===== config.mk =====
export PLATFORM = sky130hd
export DESIGN_NAME = i2s_tx_serializer
export DESIGN_NICKNAME = d
export VERILOG_FILES = /design/src/rtl/i2s_tx_serializer.sv
export SDC_FILE = /design/constraint.sdc
export NUM_CORES = 1
export LEC_CHECK = 0
export CELL_PAD_IN_SITES_DETAIL_PLACEMENT = 1
export CELL_PAD_IN_SITES_GLOBAL_PLACEMENT = 1
export CORE_AREA = 5 5 110 138
export CTS_CLUSTER_SIZE = 30
export DETAILED_ROUTE_END_ITERATION = 12
export DIE_AREA = 0 0 115 143
export PLACE_DENSITY = 0.74
export SYNTH_ARGS = -nofsm -noshare
export SYNTH_HDL_FRONTEND = slang
export SYNTH_SLANG_ARGS = --single-unit

===== constraint.sdc =====
create_clock -name clk -period 4.01 [get_ports clk]
set_input_delay 0.401 -clock clk [delete_from_list [all_inputs] [get_ports clk]]
set_output_delay 0.401 -clock clk [all_outputs]
set_load 0.05 [all_outputs]

===== src/rtl/i2s_tx_serializer.sv =====
// ----------------------------------------------------------------------------
// i2s_tx_serializer
//
// Slave-mode I2S transmitter. The bit clock (bclk) and word select (lrclk)
// come from the audio clock generator and are sampled directly on clk; every
// serializer action happens on the clk edge that sees a bclk falling edge.
// Stereo pairs arrive over a valid/ready handshake into a one-entry holding
// buffer. The buffer is drained into the pair register at each left-slot
// start.
//
// Ports:
//   clk       system clock (bclk/lrclk are divided from it)
//   reset     asynchronous, active-high reset
//   enable    run enable; low forces IDLE (buffer and pair are kept)
//   bclk      bit clock, at least 4 clk per period
//   lrclk     word select: 0 = left slot, 1 = right slot
//   s_valid   sample pair valid
//   s_ready   holding buffer empty; pair accepted on s_valid & s_ready
//   s_left    left sample, DATA_W bits, MSB first on the line
//   s_right   right sample, DATA_W bits, MSB first on the line
//   sdata     serial data to the codec
//   underrun  one-clk pulse when a left slot starts with no pair buffered
//
// Parameter:
//   DATA_W    sample width per channel; slot bits beyond DATA_W are 0
//
// Build option:
//   I2S_TX_LEFT_JUSTIFIED_EN  when defined, the word MSB goes out on the
//   slot-start bclk fall itself (left-justified, no one-bit delay).
//   When undefined, standard I2S timing with the one-bit delay is used.
// ----------------------------------------------------------------------------
module i2s_tx_serializer #(
    parameter int DATA_W = 24
) (
    input  logic              clk,
    input  logic              reset,
    input  logic              enable,
    input  logic              bclk,
    input  logic              lrclk,
    input  logic              s_valid,
    output logic              s_ready,
    input  logic [DATA_W-1:0] s_left,
    input  logic [DATA_W-1:0] s_right,
    output logic              sdata,
    output logic              underrun
);

    typedef enum logic [1:0] {
        ST_IDLE = 2'd0,
        ST_SYNC = 2'd1,
        ST_RUN  = 2'd2
    } state_t;

    state_t            state_q, state_d;
    logic              bclk_q;
    logic              lr_q, lr_d;
    logic              full_q, full_d;
    logic              ready_q, ready_d;
    logic [DATA_W-1:0] buf_l_q, buf_l_d;
    logic [DATA_W-1:0] buf_r_q, buf_r_d;
    logic [DATA_W-1:0] pair_l_q, pair_l_d;
    logic [DATA_W-1:0] pair_r_q, pair_r_d;
    logic [DATA_W-1:0] shift_q, shift_d;
    logic              sdata_q, sdata_d;
    logic              underrun_q, underrun_d;

    logic              bfall;
    logic              lr_chg;
    logic              left_start;
    logic              right_start;
    logic              accept;
    logic              drain;

    // Value placed in the shift register at a slot start. In left-justified
    // mode the MSB leaves on the load edge, so the register holds the rest.
    function automatic logic [DATA_W-1:0] slot_load(input logic [DATA_W-1:0] word);
`ifdef I2S_TX_LEFT_JUSTIFIED_EN
        slot_load = word << 1'b1;
`else
        slot_load = word;
`endif
    endfunction

    assign bfall       = bclk_q & ~bclk;
    assign lr_chg      = bfall & (lrclk != lr_q);
    assign left_start  = lr_chg & ~lrclk;
    assign right_start = lr_chg & lrclk;
    // full_q is set only here and cleared only by a drain, so a handshake
    // can never coincide with the drain of the same entry.
    assign accept      = s_valid & ~full_q;

    // Next-state, datapath and output computation.
    always_comb begin
        state_d    = state_q;
        lr_d       = lr_q;
        full_d     = full_q;
        buf_l_d    = buf_l_q;
        buf_r_d    = buf_r_q;
        pair_l_d   = pair_l_q;
        pair_r_d   = pair_r_q;
        shift_d    = shift_q;
        sdata_d    = sdata_q;
        underrun_d = 1'b0;
        drain      = 1'b0;

        // lrclk is only meaningful at a bclk fall; track it there.
        if (bfall) begin
            lr_d = lrclk;
        end else begin
            lr_d = lr_q;
        end

        if (!enable) begin
            state_d = ST_IDLE;
            sdata_d = 1'b0;
            shift_d = {DATA_W{1'b0}};
        end else begin
            case (state_q)
                ST_IDLE: begin
                    state_d = ST_SYNC;
                    sdata_d = 1'b0;
                    shift_d = {DATA_W{1'b0}};
                end
                ST_SYNC: begin
                    // Right-slot edges are ignored until a frame begins.
                    if (left_start) begin
                        state_d = ST_RUN;
                        drain   = 1'b1;
                    end else begin
                        state_d = ST_SYNC;
                    end
                end
                ST_RUN: begin
                    // A load takes priority over the shift on the same bfall.
                    if (left_start) begin
                        drain = 1'b1;
                    end else if (right_start) begin
                        shift_d = slot_load(pair_r_q);
`ifdef I2S_TX_LEFT_JUSTIFIED_EN
                        sdata_d = pair_r_q[DATA_W-1];
`endif
                    end else if (bfall) begin
                        sdata_d = shift_q[DATA_W-1];
                        shift_d = {shift_q[DATA_W-2:0], 1'b0};
                    end else begin
                        shift_d = shift_q;
                    end
                end
                default: begin
                    state_d = ST_IDLE;
                    sdata_d = 1'b0;
                    shift_d = {DATA_W{1'b0}};
                end
            endcase
        end

        // Left-slot start: move the buffered pair into the pair register,
        // or send silence and flag the underrun when nothing is waiting.
        if (drain) begin
            if (full_q) begin
                pair_l_d = buf_l_q;
                pair_r_d = buf_r_q;
                full_d   = 1'b0;
            end else begin
                pair_l_d   = {DATA_W{1'b0}};
                pair_r_d   = {DATA_W{1'b0}};
                underrun_d = 1'b1;
            end
            shift_d = slot_load(pair_l_d);
`ifdef I2S_TX_LEFT_JUSTIFIED_EN
            sdata_d = pair_l_d[DATA_W-1];
`endif
        end else begin
            underrun_d = 1'b0;
        end

        if (accept) begin
            full_d  = 1'b1;
            buf_l_d = s_left;
            buf_r_d = s_right;
        end else begin
            buf_l_d = buf_l_q;
            buf_r_d = buf_r_q;
        end

        ready_d = ~full_d;
    end

    // State, datapath and output registers; reset discards any pending pair.
    always_ff @(posedge clk or posedge reset) begin
        if (reset) begin
            state_q    <= ST_IDLE;
            bclk_q     <= 1'b0;
            lr_q       <= 1'b0;
            full_q     <= 1'b0;
            ready_q    <= 1'b1;
            buf_l_q    <= {DATA_W{1'b0}};
            buf_r_q    <= {DATA_W{1'b0}};
            pair_l_q   <= {DATA_W{1'b0}};
            pair_r_q   <= {DATA_W{1'b0}};
            shift_q    <= {DATA_W{1'b0}};
            sdata_q    <= 1'b0;
            underrun_q <= 1'b0;
        end else begin
            state_q    <= state_d;
            bclk_q     <= bclk;
            lr_q       <= lr_d;
            full_q     <= full_d;
            ready_q    <= ready_d;
            buf_l_q    <= buf_l_d;
            buf_r_q    <= buf_r_d;
            pair_l_q   <= pair_l_d;
            pair_r_q   <= pair_r_d;
            shift_q    <= shift_d;
            sdata_q    <= sdata_d;
            underrun_q <= underrun_d;
        end
    end

    assign s_ready  = ready_q;
    assign sdata    = sdata_q;
    assign underrun = underrun_q;

endmodule


==> impl_metrics.json <==
{
  "status": "finished clean",
  "synth_top_family_by_area": "compound AO/OA/AOI/OAI gates",
  "antenna_cells": 0,
  "gp_congestion": 0.803,
  "yosysTopAreaCell": "dfrtp_1",
  "seq_area_um2": 2600,
  "yosysMostFrequentCell": "nand2_1",
  "cp_cell_sequence": "nor2b_4 > buf_4 > mux2_2",
  "clk_pin_slew_ns": 0.07,
  "cts_setup_buffers": 0,
  "r2r-start": "full_q",
  "io_pins": 57,
  "ir_drop_uv": 198,
  "h-tree-depth": 3,
  "grt_pass1_wl_mm": 18.0,
  "crit_path_top_delay_cell": "nor2b_4",
  "syn-num-nets": 467,
  "rows": 48,
  "finalMaxSlewViolations": 0,
  "syn_avg_cell_area_um2": 11.4,
  "dieArea_um2": 16400,
  "multiInputGateArea_um2": 1920,
  "utilization_pct": 41.5,
  "synth_edf_count": 0,
  "antenna_found_initial": 0,
  "hold_viol": 0,
  "start_kind": "flop",
  "dr.first_iter.drc_count": 126,
  "start_util_pct": 34.3,
  "die_x_um": 115,
  "synth_common_cells": "118 x nand2_1, 103 x dfrtp_1, 50 x mux2_2",
  "synthToLayoutAreaGrowth_pct": 21.0,
  "root_buffer": "clkbuf_16",
  "drt_pass1_iterations": 4,
  "drtAntennaViolNets": 0,
  "wl_per_cell_um": 16.7,
  "reg2reg_slack_ns": 1.57,
  "vias": 3120,
  "vias_per_cell": 4.91,
  "muxShareOfSynthArea_pct": 12.0,
  "async_reset_ff_share_pct": 100,
  "rr_worst_depth": 3,
  "relSlewSlack_pct": 34.8,
  "synthCells": 410,
  "rr_endpoint": "buf_r_q[20]",
  "ys_top_cells_by_area": "dfrtp_1 55%, mux2_2 12%, nand2_1 9.4%, a2bb2oi_2 6.4%, a31o_1 3.7%",
  "cts_tree": "yes",
  "hold_path_depth": 2,
  "hp-class": "reg2reg",
  "yosysUniqueCellTypes": 37,
  "synth_ff_type": "dfrtp_1",
  "layout.nets": 512,
  "required_ns": 4.24,
  "insertion_delay_ns": 0.35,
  "synthAdderAreaFrac_pct": 0.800,
  "maxCapViolations": 0,
  "synth_compound_area_share_pct": 15.7,
  "power.density_cell_area_nw_per_um2": 484,
  "path_class": "reg2reg",
  "rsz0062_at_grt": "false",
  "drc": 0,
  "cts_resized": 0,
  "cts_made_buffers": 9,
  "period_share_pct": 61.0,
  "cts_sinks": 104,
  "fmax_mhz": 409,
  "min_period_ns": 2.44,
  "synthesis.area_um2": 4690,
  "yosys_warnings": 0,
  "grt_pass1_vias": 3409,
  "drive_gt1_share_pct": 22.2,
  "yosys.area_share.simple_pct": 12.2,
  "setup_viol": 0,
  "synth_seq_area_share_pct": 55.5,
  "critPathBufInv": 1,
  "end_kind": "flop",
  "portBuffers": 56,
  "synth_top_area_share_pct": 54.9,
  "nFillCells": 1519,
  "grt-ovfl-total": 0,
  "cp_top_family": "simple AND/OR/NAND/NOR gates",
  "synth-xor-area-share_pct": 0,
  "tightest_slew_ns": 0.979,
  "cp_max_fo": 28,
  "finalSetupTns_ns": 0,
  "cts_hold_buf": 0,
  "grt_max_degree": 51,
  "hp-start": "pair_r_q[3]",
  "min_to": "pair_r_q[3]",
  "fin_skew_ns": 0.00381,
  "max_stage_delay_ns": 0.76,
  "power_leakage_nw": 2.39,
  "crit_arrival_ns": 2.68,
  "grt_use_total_pct": 13.8,
  "clock_path_buffers": 2,
  "dp_hpwl_mm": 7.33,
  "die_y_um": 143,
  "wl_mm": 10.6,
  "ys_seq_elements": 104,
  "coreArea_um2": 13700
}
[kinds of logic (layout without fill, tap and decap cells)]
| group | Yosys count | count (layout) |
|---|---|---|
| simple gates | 137 | 137 |
| flops | 104 | 104 |
| compound gates | 82 | 82 |
| mux | 50 | 50 |
| buf+inv | 34 | 84 |
| fa+ha+maj | 3 | 3 |
[how the worst max path moves through the flow]
stage          cells after the start     endpoint  slack, ns    from
2_1_floorplan                      1       bclk_q       0.88   reset
5_1_grt                            3  buf_r_q[12]       1.36  full_q
4_1_cts                            3  buf_r_q[20]       1.49  full_q
3_5_place_dp                       6   shift_q[0]       1.39    bclk
6_report                           3  buf_r_q[20]       1.57  full_q
3_3_place_gp                       6   shift_q[0]       1.44    bclk
[layout make-up]
type | instances | area share [%]
repair buffers | 63 | 10.8
clock buffers | 10 | 4.21
clock inverters | 6 | 1.15
multi-input cells | 272 | 33.8
inverters | 5 | 0.375
well taps | 175 | 3.86
flip-flops and latches | 104 | 45.8
[layer usage]
layer  vias up  global-route usage [%]  routed length [um]
met4         0                    4.45                 141
met2        58                    22.5                5280
li1       1505                       -                   -
met1      1548                    17.9                4700
met5         -                       0                   0
met3         9                    3.65                 507
[worst register-to-register path, delay by kind of cell, from the launching register on]
| kind | cells | cell delay, ns |
|---|---|---|
| flip-flops | 1 | 0.74 |
| AND/OR/NAND/NOR | 1 | 0.76 |
| multiplexers | 1 | 0.39 |
| buffers and inverters | 1 | 0.44 |
[metrics by stage]
step	setup slack [ns]	cell area (um^2)	cells	power, W	hold WS, ns
finish	1.57	5680	635	0.00275	0.481
global route	1.36	5680	635	0.00291	0.515
CTS	1.49	5680	635	0.00279	0.489
detailed placement	1.39	5380	619	0.00187	0.471
global placement	1.44	5380	619	0.00184	0.463
floorplan	0.878	4690	410	0.00172	0.432
[layout by cell type, fill, tap and decap left out, drive strengths merged, types with 2 or more instances in the layout]
cell type,count
clkinv,2
nand3,4
nand3b,2
nand2,118
clkbuf,10
a31o,22
a211oi,2
nor2b,2
a21oi,2
mux2,50
o21ai,26
nor2,2
dfrtp,103
ha,3
buf,7
a2bb2oi,22
and3,2
inv,7
clkdlybuf4s50,56
nand2b,2
[where the power goes]
group / internal (W) / total (W) / switching (W) / leakage [nW]
registers: 0.00128 / 0.00141 / 0.000136 / 1.32
logic: 0.000255 / 0.000438 / 0.000184 / 0.915
clock network: 0.000503 / 0.000897 / 0.000393 / 0.149
[registers in the layout, summed over array words and instances, names as in the netlist]
register / count
buf_l_q: 24
lr_q: 1
sdata: 1
state_q: 2
buf_r_q: 24
full_q: 1
underrun: 1
shift_q: 24
pair_r_q: 24
bclk_q: 1
s_ready: 1
No activity file was read; power rests on OpenSTA's default activity.
